<file path="config.mk">
export PLATFORM = sky130hd
export DESIGN_NAME = weights_loader
export DESIGN_NICKNAME = d
export VERILOG_FILES = /design/src/rtl/weights_loader.sv
export SDC_FILE = /design/constraint.sdc
export NUM_CORES = 1
export LEC_CHECK = 0
export ABC_AREA = 0
export BUFFER_PORTS_ARGS = -buffer_cell sky130_fd_sc_hd__buf_4
export CORE_ASPECT_RATIO = 1.25
export CORE_MARGIN = 2
export CORE_UTILIZATION = 40
export CTS_CLUSTER_SIZE = 40
export DETAILED_ROUTE_END_ITERATION = 8
export GPL_TIMING_DRIVEN = 0
export PLACE_DENSITY = 0.69
export SYNTH_ARGS = -nofsm -noshare
export SYNTH_HDL_FRONTEND = slang
export SYNTH_SLANG_ARGS = --single-unit
</file>
<file path="constraint.sdc">
create_clock -name clk -period 1.9 [get_ports clk]
set_input_delay 0.19 -clock clk [delete_from_list [all_inputs] [get_ports clk]]
set_output_delay 0.19 -clock clk [all_outputs]
set_load 0.005 [all_outputs]
</file>
<file path="src/rtl/weights_loader.sv">
// weights_loader: sequencer between the weights ROM and the convolution engine.
// On request it walks ROM addresses 0..KERNEL_SIZE-1, captures every weight
// into a flat kernel register bank, then presents the whole kernel to the
// consumer with a valid/ack handshake.
//
// Optional feature macro: WEIGHTS_LOADER_CHECKSUM_EN
//   When defined, an extra output kernel_checksum carries the unsigned sum of
//   all captured weights. It is cleared on entry to LOAD and is final whenever
//   kernel_valid is high. When undefined, the port and accumulator are absent.
module weights_loader #(
  parameter int PARA_WIDTH  = 8,
  parameter int KERNEL_SIZE = 25,
  parameter int ADDR_WIDTH  = 5
) (
  input  logic                              clk,
  input  logic                              rst_n,
  input  logic                              load_start,
  input  logic                              kernel_ack,
  output logic                              rom_r_en,
  output logic [ADDR_WIDTH-1:0]             rom_raddr,
  input  logic [PARA_WIDTH-1:0]             rom_din,
  output logic [KERNEL_SIZE*PARA_WIDTH-1:0] kernel_data,
  output logic                              kernel_valid,
  output logic                              busy
`ifdef WEIGHTS_LOADER_CHECKSUM_EN
  ,
  output logic [PARA_WIDTH+ADDR_WIDTH-1:0]  kernel_checksum
`endif
);

  localparam logic [ADDR_WIDTH-1:0] LAST_ADDR = ADDR_WIDTH'(KERNEL_SIZE - 1);

  typedef enum logic [1:0] {
    IDLE = 2'd0,
    LOAD = 2'd1,
    HOLD = 2'd2
  } state_t;

  state_t                              r_state;
  state_t                              w_stateNext;
  logic   [ADDR_WIDTH-1:0]             r_counter;
  logic   [KERNEL_SIZE*PARA_WIDTH-1:0] r_kernelData;
  logic                                r_kernelValid;

  logic w_startLoad;
  logic w_capture;
  logic w_lastCapture;
  logic w_release;

  // State register; reset aborts any load or hold in progress.
  always_ff @(posedge clk or negedge rst_n) begin
    if (!rst_n) begin
      r_state <= IDLE;
    end else begin
      r_state <= w_stateNext;
    end
  end

  // Next-state decode plus the strobes that steer the datapath.
  always_comb begin
    w_stateNext   = r_state;
    w_startLoad   = 1'b0;
    w_capture     = 1'b0;
    w_lastCapture = 1'b0;
    w_release     = 1'b0;
    case (r_state)
      IDLE: begin
        if (load_start) begin
          w_startLoad = 1'b1;
          w_stateNext = LOAD;
        end
      end
      LOAD: begin
        w_capture = 1'b1;
        if (r_counter == LAST_ADDR) begin
          w_lastCapture = 1'b1;
          w_stateNext   = HOLD;
        end
      end
      HOLD: begin
        if (kernel_ack) begin
          w_release = 1'b1;
          if (load_start) begin
            w_startLoad = 1'b1;
            w_stateNext = LOAD;
          end else begin
            w_stateNext = IDLE;
          end
        end
      end
      default: begin
        w_stateNext = IDLE;
      end
    endcase
  end

  // Address counter; it only leaves zero while loading and wraps on the last capture.
  always_ff @(posedge clk or negedge rst_n) begin
    if (!rst_n) begin
      r_counter <= '0;
    end else if (w_startLoad || w_lastCapture) begin
      r_counter <= '0;
    end else if (w_capture) begin
      r_counter <= r_counter + 1'b1;
    end
  end

  // Kernel bank: the slot addressed by the counter takes this cycle's ROM data.
  always_ff @(posedge clk or negedge rst_n) begin
    if (!rst_n) begin
      r_kernelData <= '0;
    end else begin
      for (int i = 0; i < KERNEL_SIZE; i++) begin
        if (w_capture && (r_counter == ADDR_WIDTH'(i))) begin
          r_kernelData[i*PARA_WIDTH +: PARA_WIDTH] <= rom_din;
        end
      end
    end
  end

  // Valid rises with the final capture and drops once the consumer acknowledges.
  always_ff @(posedge clk or negedge rst_n) begin
    if (!rst_n) begin
      r_kernelValid <= 1'b0;
    end else if (w_lastCapture) begin
      r_kernelValid <= 1'b1;
    end else if (w_release) begin
      r_kernelValid <= 1'b0;
    end
  end

`ifdef WEIGHTS_LOADER_CHECKSUM_EN
  logic [PARA_WIDTH+ADDR_WIDTH-1:0] r_checksum;

  // Running sum of captured weights, restarted whenever a new load begins.
  always_ff @(posedge clk or negedge rst_n) begin
    if (!rst_n) begin
      r_checksum <= '0;
    end else if (w_startLoad) begin
      r_checksum <= '0;
    end else if (w_capture) begin
      r_checksum <= r_checksum + {{ADDR_WIDTH{1'b0}}, rom_din};
    end
  end

  assign kernel_checksum = r_checksum;
`endif

  assign rom_r_en     = (r_state == LOAD);
  assign busy         = (r_state == LOAD);
  assign rom_raddr    = r_counter;
  assign kernel_data  = r_kernelData;
  assign kernel_valid = r_kernelValid;

endmodule

</file>
**After elaboration in Yosys (flattened, before gate mapping)**

Index checks and enable logic that the tools add are counted.

- Add/subtract/negate cells: 1
- Mux-type cells: 17
- Eq/ne operators: 29
- Reductions and logical operators: 31

Operators by type and width:

| kind | number |
|---|---|
| $eq 5x5->1 const B | 9 |
| $eq 5x4->1 const B | 8 |
| $logic_and 1x1->1 | 25 |
| $eq 5x3->1 const B | 4 |
| $eq 5x2->1 const B | 2 |
| $mux 1 | 10 |
| $mux 5 | 2 |
| $mux 2 | 3 |
| $pmux 2 s3 | 1 |
| $add 5x1->5 const B | 1 |
| $eq 5x1->1 const B | 1 |
| $logic_not 5->1 | 1 |
| $ne 2x2->1 const B | 2 |
| $reduce_bool 2->1 | 2 |
| $reduce_and 3->1 | 1 |
| $eq 2x1->1 const B | 1 |
| $eq 2x2->1 const B | 1 |
| $logic_not 2->1 | 1 |
| $ne 2x1->1 const B | 1 |
| $pmux 1 s2 | 1 |
| $logic_or 1x1->1 | 1 |

- Word-level logic and storage cells: 106
- Input port bits: 12
- Output and inout port bits: 208
- Bits in registers: 208

**Logic depth before layout (Yosys ltp)**

Gate-level depths: netlist of run 1.

- Depth in word-level cells: 5
- Gate-level depth with buffers: 6
- Gate-level depth less buffers: 5

**Least setup slack after synthesis of run 1**

OpenSTA, ideal clock, no wires.

- Path kind: reg-to-reg
- Start point: reg r_counter[0], in the netlist rom_raddr[0]
- End point: reg r_kernelData[100], in the netlist kernel_data[100]
- Library setup time: 0.125 ns
- Required time: 1.775 ns
- Clock period less this slack: 1.769 ns
- Path buffers: 1
- Setup slack: 0.131 ns
- Cell stages (with the launch flop): 7
- Data arrival time: 1.644 ns
- Cell sequence: dfrtp_1 inv_1 ha_1 nor2b_1 and4_1 buf_4 mux2_2

- Longest elaborated chain between the ends: 2

Ends and longest elaborated chain:

| what | RTL line | RTL |
|---|---|---|
| start, declared | 41 | `logic [ADDR_WIDTH-1:0] r_counter;` |
| start signal, assigned | 104 | `r_counter <= r_counter + 1'b1;` |
| $eq 5x4->1 | 114 | `if (w_capture && (r_counter == ADDR_WIDTH'(i))) begin` |
| $logic_and 1x1->1 | 114 |  |
| end signal, assigned by index | 115 | `r_kernelData[i*PARA_WIDTH +: PARA_WIDTH] <= rom_din;` |
| end, declared | 42 | `logic [KERNEL_SIZE*PARA_WIDTH-1:0] r_kernelData;` |

Every way passes these cells.
A chain may end at the register's enable or synchronous reset.

**Worst setup path in the final report of run 1**

- Start point: reg r_counter[0], in the netlist rom_raddr[0]
- End point: reg r_kernelData[51], in the netlist kernel_data[51]

- Longest elaborated chain between the ends: 2

Ends and longest elaborated chain:

| what | RTL line |
|---|---|
| $eq 5x3->1 | 114 |
| $logic_and 1x1->1 | 114 |

Every way passes these cells.

==> results of run 1 <==
[area by class of cell]
type	count	area (sq um)	area share [%]
buffer	32	169	1.52
inverter	5	18.8	0.169
timing repair buffer	236	1860	16.7
clock inverter	2	10.0	0.0900
multi-input combinational	267	2870	25.8
clock buffer	34	644	5.79
sequential	208	5210	46.9
tap	270	338	3.04
[state kept, by name, summed over array words and instances (netlist names)]
register and flops:
rom_raddr 5, kernel_data 200, kernel_valid 1, r_state 2
[worst register-to-register path, cell delays in order, from the launching register on]
cell,delay [ns]
dfrtp_1,0.44
inv_2,0.11
ha_1,0.22
nor2b_1,0.27
nand2_1,0.35
mux2_2,0.38
[cells by family (layout without fill, tap and decap cells)]
logic type               count (synthesis)  count (layout)  share of synthesized area (%)
adder cells (fa/ha/maj)                  5               5                          0.762
AND/OR/NAND/NOR                         53              53                           4.92
buffers and inverters                   37             309                           2.29
flip-flops                             208             208                           63.4
multiplexers                           201             201                           27.9
AO/OA/AOI/OAI                            8               8                          0.716
[layer usage]
metal	up-vias	track usage, %	share of wire, %	routed length [um]
met5	-	0	0	0
met4	0	5.43	2.2	472
met3	30	4.94	6.6	1390
met2	167	33.9	51	10700
met1	2720	23.3	40	8440
li1	2328	-	-	-
[stage by stage]
step / instance area [sq um] / util (%) / TNS [ns] / hold slack, ns
floorplan: 8210 / - / 0 / -0.106
global placement: 10200 / 50.7 / -146.54 / 0.466
detailed placement: 10300 / 51.0 / -14.60 / 0.148
CTS: 11000 / 54.7 / -0.329 / 0.00378
global route: 11100 / 55.3 / -0.562 / 0.0182
finish: 11100 / 55.3 / 0 / 0.0144
[timing repair]
item	4_1_cts	5_1_grt
endpoints found under the hold margin	71	0
endpoints found under the setup margin	89	112
hold buffers	5	0
setup buffers	2	8
gates resized for setup	10	9
pin swaps	4	4
[worst min-delay path by stage]
stage / startpoint / to / slack [ns] / depth (start not counted)
floorplan: rst_n / kernel_data[0] / -0.11 / 0
global placement: kernel_valid / kernel_valid / 0.47 / 1
detailed placement: rst_n / kernel_data[181] / 0.15 / 1
CTS: load_start / r_state[0] / 0.004 / 3
global route: rom_din[5] / kernel_data[173] / 0.02 / 2
finish: load_start / r_state[0] / 0.01 / 3
[where the power goes]
group | switching [mW] | internal, mW
sequential | 1.36 | 6.61
clock | 1.61 | 2.30
combinational | 2.76 | 4.96
total | 5.73 | 13.9
[cell usage in the layout, fill, tap and decap left out, drive strengths merged, types with 3 or more instances in the layout]
cell | synthesis | final
mux2 | 200 | 200
inv | 5 | 5
nor3b | 3 | 3
dfrtp | 208 | 208
nand2b | 3 | 3
nor2b | 7 | 7
and3 | 7 | 7
clkbuf | 16 | 50
nand2 | 14 | 14
dlygate4sd3 | 0 | 5
buf | 16 | 247
ha | 5 | 5
nand3b | 4 | 4
==> results.ini, run 1 <==
[sta]
finalCriticalPeriod_ns=1.88
setup-violations-final=0
finClkSkew_ns=0.00737
tightest_slew_ns=0.656
fin_crit_sh_pct=99.0
hold_violations=0
rsz0062_at_grt=yes
finalMaxSlewViolations=0
clock.fmax_mhz=532
layout_setup_ws_ns=0.0188
relSlewSlack_pct=56.3

[logic_synthesis]
synth_top_area_share_pct=63.4
synth_flop_cell=dfrtp_1
synth_edf_count=0
synth_commonest_cells=dfrtp_1, mux2_2, clkbuf_1
yosys_warnings=0
synth_top_cell_by_area=dfrtp_1
avgSynthCellArea_sq_um=16.0
post-synth-top-count-cell=dfrtp_1
syn_area_sq_um=8210
synth_cell_types=36
synthCells=512
async_flop_share_pct=100
synth_fp_nets=529
netlist_top_cells_area=dfrtp_1, mux2_2, mux2_4, buf_4, ha_1
seq_area_frac_synth_pct=63.4
ys_ff_latch=208

[drt]
avgViaCountPerCell=4.98
dr.pass1.iters=4
wl_per_cell_um=19.9
vias=5245
wirelength_um=21000
first_iter_violations=228
antenna_left=0
drc=0

[global_route]
grt_pass1_vias=5526
grt_max_degree=85
overflow=0
grt_pass1_wl_um=32400
antenna_found_initial=0
gr-usage-all-layers_pct=19.2

[critical_path]
critPathMaxStageDelay_ns=0.44
slowest_stage=dfrtp_1
critPathBufInv=1
r2r_start=rom_raddr[0]
worstSetupEndpoint=kernel_data[51]
path_depth=5
timing.rr.end=kernel_data[51]
arrival_ns=2.25
critical-path-top-delay-family=simple AND/OR/NAND/NOR gates
crit_start=rom_raddr[0]
worstPathMaxFanout=8
crit_chain=inv_2, ha_1, nor2b_1, nand2_1, mux2_2
critical_path_required_ns=2.27
reg2reg_slack_ns=0.02
r2r_cells=5
crit_path_start_kind=register
critPathKind=reg2reg
worstSetupEndpointType=register

[power_and_ir_drop]
power.total_mw=19.6
power_leakage_nw=5.27
irDropWorstVdd_mv=0.980
p_per_area_nw_per_um2=1760

[clock_tree]
cts.sinks=208
clock-root-buffer=clkbuf_16
cts_tree=yes
clk_pin_slew_ns=0.06
ctsHtreeMaxLevel=1
clock_latency_ns=0.49
clockBufferDepth=3
cts_buffers=21

[floorplan]
dieArea_sq_um=21700
die_w_um=132
core_sq_um=20100
rows=58
fp.dieH_um=164
ios=220
start_util_pct=40.8

[min_path]
hold_path_class=in2reg

[placed_design]
gp_congestion=0.792
pre_cts_slack_ns=-0.322
port_buffers=219
dp.cells=1003
dp_hpwl_um=15100

[run_status]
outcome=complete, no violations

[final_layout]
drive_above_1_share_pct=63.6
nFillCells=1632
insertedDiodeCount=0
fin_nets=788
areaGrowthSynthToFinish_pct=35.4
final_cell_count_no_fill=1054

[flow_run]
maxCapViolCount=0

Power figures use the tool's default switching activity.
==> run 2, diff against run 1 <==
- PLACE_DENSITY: 0.69 -> unset
- PLACE_DENSITY_LB_ADDON: unset -> 0.1
==> run 2 against run 1 <==
  * Wire length is 0.99% lower
  * First-iteration DRC count is 28% lower
  * Sequential share of layout area hardly changed
  * Highest routed layer unchanged
==> results.ini, run 2 (synthesis gave the netlist of run 1 again) <==
[drt]
dr.pass1.iters=4  ; unchanged
wl_per_cell_um=19.7  ; -0.89%
vias=5205  ; -0.76%
antenna_left=0  ; unchanged
first_iter_violations=165  ; -28%
wirelength_um=20800  ; -0.99%
avgViaCountPerCell=4.94  ; -0.67%
drc=0  ; unchanged

[clock_tree]
cts.sinks=208  ; unchanged
clock_latency_ns=0.49  ; about the same
ctsHtreeMaxLevel=1  ; unchanged
clock-root-buffer=clkbuf_16
clockBufferDepth=3  ; unchanged
clk_pin_slew_ns=0.06  ; about the same
cts_buffers=21  ; unchanged
cts_tree=yes

[final_layout]
largest_reg_flops=200  ; unchanged
fin_nets=786  ; -0.25%
areaGrowthSynthToFinish_pct=35.5  ; about the same
seqCellArea_sq_um=5210  ; about the same
final_common_cell=buf_4
insertedDiodeCount=0  ; unchanged
nFillCells=1731  ; +6.1%
design_area_sq_um=11100  ; about the same
multi_input_comb_area_sq_um=2880  ; about the same
final_cell_count_no_fill=1053  ; -0.095%
drive_above_1_share_pct=63.6  ; about the same
final_cell_mix=buf_4, dfrtp_1, mux2_2

[sta]
clock.fmax_mhz=551  ; +3.7%
finClkSkew_ns=0.0100  ; +0.00264 ns
fin_crit_sh_pct=95.4  ; -3.6 points
hold_violations=0  ; unchanged
relSlewSlack_pct=49.8  ; -6.5 points
setup-violations-final=0  ; unchanged
finalMaxSlewViolations=0  ; unchanged
finalCriticalPeriod_ns=1.81  ; -0.0678 ns
layout_setup_ws_ns=0.0866  ; +0.0678 ns
tightest_slew_ns=0.753  ; +0.0970 ns
rsz0062_at_grt=no

[min_path]
hold_path_class=in2reg
hold-path-endpoint=kernel_data[172]
hold_depth=2  ; -1
hold_start=rom_din[4]

[floorplan]
die_w_um=132  ; unchanged
dieArea_sq_um=21700  ; unchanged
ios=220  ; unchanged
fp.dieH_um=164  ; unchanged
start_util_pct=40.8  ; unchanged
rows=58  ; unchanged
core_sq_um=20100  ; unchanged

[critical_path]
r2r_start=rom_raddr[0]
crit_chain=inv_2, ha_2, nor2b_4, and4_1, buf_6, mux2_2
timing.rr.end=kernel_data[97]
worstPathMaxFanout=8  ; unchanged
critPathKind=reg2reg
reg2reg_slack_ns=0.09  ; +0.07 ns
slowest_stage=dfrtp_1
crit_path_start_kind=register
critical-path-top-delay-family=simple AND/OR/NAND/NOR gates
arrival_ns=2.19  ; -0.06 ns
critPathMaxStageDelay_ns=0.43  ; about the same
critical_path_required_ns=2.28  ; about the same
r2r_cells=6  ; +1
critPathBufInv=2  ; +1
worstSetupEndpointType=register

[power_and_ir_drop]
irDropWorstVdd_mv=0.783  ; -20%
power_leakage_nw=5.26  ; -0.14%
power.total_mw=19.7  ; +0.61%
p_per_area_nw_per_um2=1770  ; +0.55%

[flow_run]
maxCapViolCount=0  ; unchanged

[global_route]
overflow=0  ; unchanged
grt_pass1_wl_um=32800  ; +1.4%
use_met3_pct=5.03  ; +0.093 points
antenna_found_initial=0  ; unchanged
gr-usage-met2_pct=34.1  ; +0.21 points
grt_max_degree=113  ; +33%
busiest_layer=met2
grtUsageMet1_pct=23.5  ; +0.22 points
grt_pass1_vias=5602  ; +1.4%
gr-usage-all-layers_pct=19.4  ; +0.18 points

[placed_design]
gp_congestion=0.813  ; +2.7%
dp.cells=1002  ; -0.10%
placed_area_sq_um=10200  ; -0.27%
dp_hpwl_um=15000  ; -0.39%
pre_cts_slack_ns=-0.290  ; +0.0316 ns
port_buffers=219  ; unchanged

[run_status]
outcome=complete, no violations

-- run 2: cell count changes in the layout (fill, tap and decap cells not counted), sizes merged --
cell,change
buf,-3
clkbuf,-3
dlygate4sd3,+1
clkinvlp,+1
clkinv,+1
bufinv,+2
-- run 2: worst max path at each step --
stage / start / to / slack, ns / cells after the start
after global routing: rom_raddr[1] / kernel_data[97] / 0.0009 / 6
after detailed placement: rom_raddr[0] / kernel_data[97] / -0.29 / 6
final: rom_raddr[0] / kernel_data[97] / 0.09 / 6
after floorplan: rom_raddr[0] / kernel_data[100] / 0.13 / 6
after global placement: rst_n / kernel_data[148] / -0.70 / 1
after CTS: rom_raddr[3] / kernel_data[142] / 0.003 / 4
-- run 2: metrics by stage --
stage                     TNS [ns]  util, %  hold WS, ns
after floorplan                  0        -       -0.106
after global placement     -151.49     50.7        0.466
after detailed placement    -13.48     50.9        0.269
final                            0     55.3       0.0158
after global routing             0     55.3       0.0174
after CTS                        0     55.0     0.000202
-- run 2: what timing repair did --
action                                 in CTS  in global routing
hold buffers                                6                  0
setup buffers                               5                  3
endpoints found under the hold margin     115                  0
pin swaps                                   4                  3
setup endpoints to repair                  89                104
resized for setup                           9                 12
-- run 2: where the power goes --
group / total (mW) / internal [mW] / switching (mW)
sequential: 7.92 / 6.61 / 1.31
clock: 4.08 / 2.43 / 1.65
combinational: 7.73 / 4.97 / 2.76
-- run 2: worst register-to-register path: stages (launching register included) --
cell and delay (ns):
dfrtp_1 0.43, inv_2 0.11, ha_2 0.23, nor2b_4 0.20, and4_1 0.23, buf_6 0.16
mux2_2 0.34
-- run 2: layer usage --
layer	up-vias	routed length [um]
met3	31	1480
li1	2326	-
met4	0	510
met1	2682	8380
met2	166	10400
met5	-	0
-- run 2: area by class of cell --
class | instances | share of cell area, %
clock inverters | 6 | 0.742
well taps | 270 | 3.04
clock buffers | 31 | 5.33
plain buffers | 32 | 1.55
inverters | 5 | 0.169
multi-input cells | 267 | 25.8
repair buffers | 234 | 16.5
flip-flops and latches | 208 | 46.8
==> run 3, diff against run 2 <==
- CORE_UTILIZATION: 40 -> 45
- CTS_CLUSTER_SIZE: 40 -> unset
==> run 3 against run 2 <==
  * Via count is 0.12% lower
  * Critical path depth stayed put
  * Critical path type unchanged
  * Power hardly changed
  * Highest routed layer unchanged
  * Die area is 11% lower
  * Global-route usage is 1.6 points higher
==> results.ini, run 3 (synthesis gave the netlist of run 1 again) <==
[floorplan]
ios=220  ; unchanged
rows=55  ; -5.2%
start_util_pct=45.7  ; +4.9 points
core_sq_um=18000  ; -11%
fp.dieH_um=155  ; -5.6%
die_w_um=125  ; -5.5%
dieArea_sq_um=19300  ; -11%

[clock_tree]
clock-root-buffer=clkbuf_16
cts.sinks=208  ; unchanged
clockBufferDepth=3  ; unchanged
clock_latency_ns=0.50  ; about the same
ctsHtreeMaxLevel=1  ; unchanged
cts_buffers=21  ; unchanged
cts_tree=yes
clk_pin_slew_ns=0.07  ; about the same

[final_layout]
final_cell_mix=buf_4, dfrtp_1, mux2_2
multi_input_comb_area_sq_um=2890  ; +0.44%
seqCellArea_sq_um=5210  ; about the same
final_common_cell=buf_4
areaGrowthSynthToFinish_pct=35.1
nFillCells=1448  ; -16%
design_area_sq_um=11100  ; -0.29%
final_cell_count_no_fill=1013  ; -3.8%
insertedDiodeCount=0  ; unchanged
drive_above_1_share_pct=63.7  ; +0.093 points
fin_nets=788  ; +0.25%
largest_reg_flops=200  ; unchanged

[drt]
wl_met2_um=10500  ; +0.63%
dr.pass1.iters=4  ; unchanged
wl_per_cell_um=20.2  ; +2.2%
first_iter_violations=202  ; +22%
antenna_left=0  ; unchanged
vias=5199  ; -0.12%
top_layer_used=met4
wl_met3_um=1390  ; -5.6%
avgViaCountPerCell=5.13  ; +3.8%
wl_met1_um=8190  ; -2.3%
wirelength_um=20400  ; -1.7%
drc=0  ; unchanged

[sta]
hold_violations=0  ; unchanged
setup-violations-final=0  ; unchanged
tightest_slew_ns=0.913  ; +0.160 ns
relSlewSlack_pct=39.1  ; -11 points
rsz0062_at_grt=yes
finalCriticalPeriod_ns=1.85  ; +0.0345 ns
finClkSkew_ns=0.0105  ; +0.000447 ns
finalMaxSlewViolations=0  ; unchanged
clock.fmax_mhz=541  ; -1.9%
fin_crit_sh_pct=97.3  ; +1.8 points

[global_route]
grt_max_degree=120  ; +6.2%
grt_pass1_vias=5609  ; +0.12%
overflow=0  ; unchanged
antenna_found_initial=0  ; unchanged
grt_pass1_wl_um=32100  ; -2.2%
gr-usage-all-layers_pct=20.9  ; +1.6 points

[power_and_ir_drop]
p_per_area_nw_per_um2=1780  ; +0.25%
power.total_mw=19.7  ; about the same
irDropWorstVdd_mv=0.972  ; +24%
power_leakage_nw=5.26  ; about the same

[placed_design]
placed_area_sq_um=10200  ; -0.51%
dp.cells=960  ; -4.2%
gp_congestion=0.818  ; +0.64%
port_buffers=219  ; unchanged
dp_hpwl_um=14400  ; -3.9%

[critical_path]
worstPathMaxFanout=8  ; unchanged
critPathKind=reg2reg
crit_path_start_kind=register
critical_path_required_ns=2.28  ; about the same
arrival_ns=2.23  ; +0.04 ns
worstSetupEndpointType=register

[flow_run]
maxCapViolCount=0  ; unchanged

[min_path]
hold_path_class=in2reg

[run_status]
outcome=complete, no violations

-- run 3: critical path: stages (launching register included) --
cell     delay [ns]
dfrtp_1        0.44
inv_1          0.13
ha_2           0.23
nor2b_4        0.18
and4_1         0.21
buf_4          0.19
mux2_2         0.35
-- run 3: path summary, 6_finish.rpt --
kind	start	to	slack, ns	cells after the start
min	kernel_ack	kernel_valid	0.03	3
min reg2reg	kernel_data[186]	kernel_data[186]	0.50	1
max reg2reg	rom_raddr[1]	kernel_data[110]	0.05	6
min in group asynchronous	rst_n	kernel_data[67]	0.33	2
max in group asynchronous	rst_n	rom_raddr[4]	0.60	3
max	rom_raddr[1]	kernel_data[110]	0.05	6
-- run 3: timing repair --
item	in CTS	in global routing
endpoints found under the hold margin	158	0
setup endpoints to repair	89	97
buffers inserted	3	3
gates resized for setup	12	14
hold buffers	10	0
pin swaps	4	3
-- run 3: power breakdown --
group	switching (mW)	internal, mW	total (mW)
Clock	1.66	2.43	4.10
Sequential	1.31	6.61	7.92
Combinational	2.77	4.93	7.70
Total	5.75	14.0	19.7
-- run 3: per-stage QoR --
stage	setup TNS [ns]	hold slack, ns	worst slack, ns	util (%)
after global routing	-0.463	0.0491	-0.0363	61.8
after floorplan	0	-0.106	0.131	-
after CTS	-0.146	0.0136	-0.0250	61.3
after detailed placement	-12.44	0.328	-0.258	56.6
final	0	0.0308	0.0520	61.8
after global placement	-146.97	0.467	-0.687	56.5
-- run 3: cell type report --
| cell class | count | area share, % |
|---|---|---|
| plain buffers | 32 | 1.57 |
| clock buffers | 30 | 5.31 |
| clock inverters | 7 | 0.823 |
| inverters | 5 | 0.169 |
| multi-input cells | 267 | 26.0 |
| flip-flops and latches | 208 | 47.0 |
| well taps | 228 | 2.57 |
| repair buffers | 236 | 16.6 |
-- run 3: metal layers --
metal,up-vias,track usage [%]
met5,-,0
li1,2322,-
met1,2688,26.1
met2,160,36.6
met4,0,5.13
met3,29,5.61
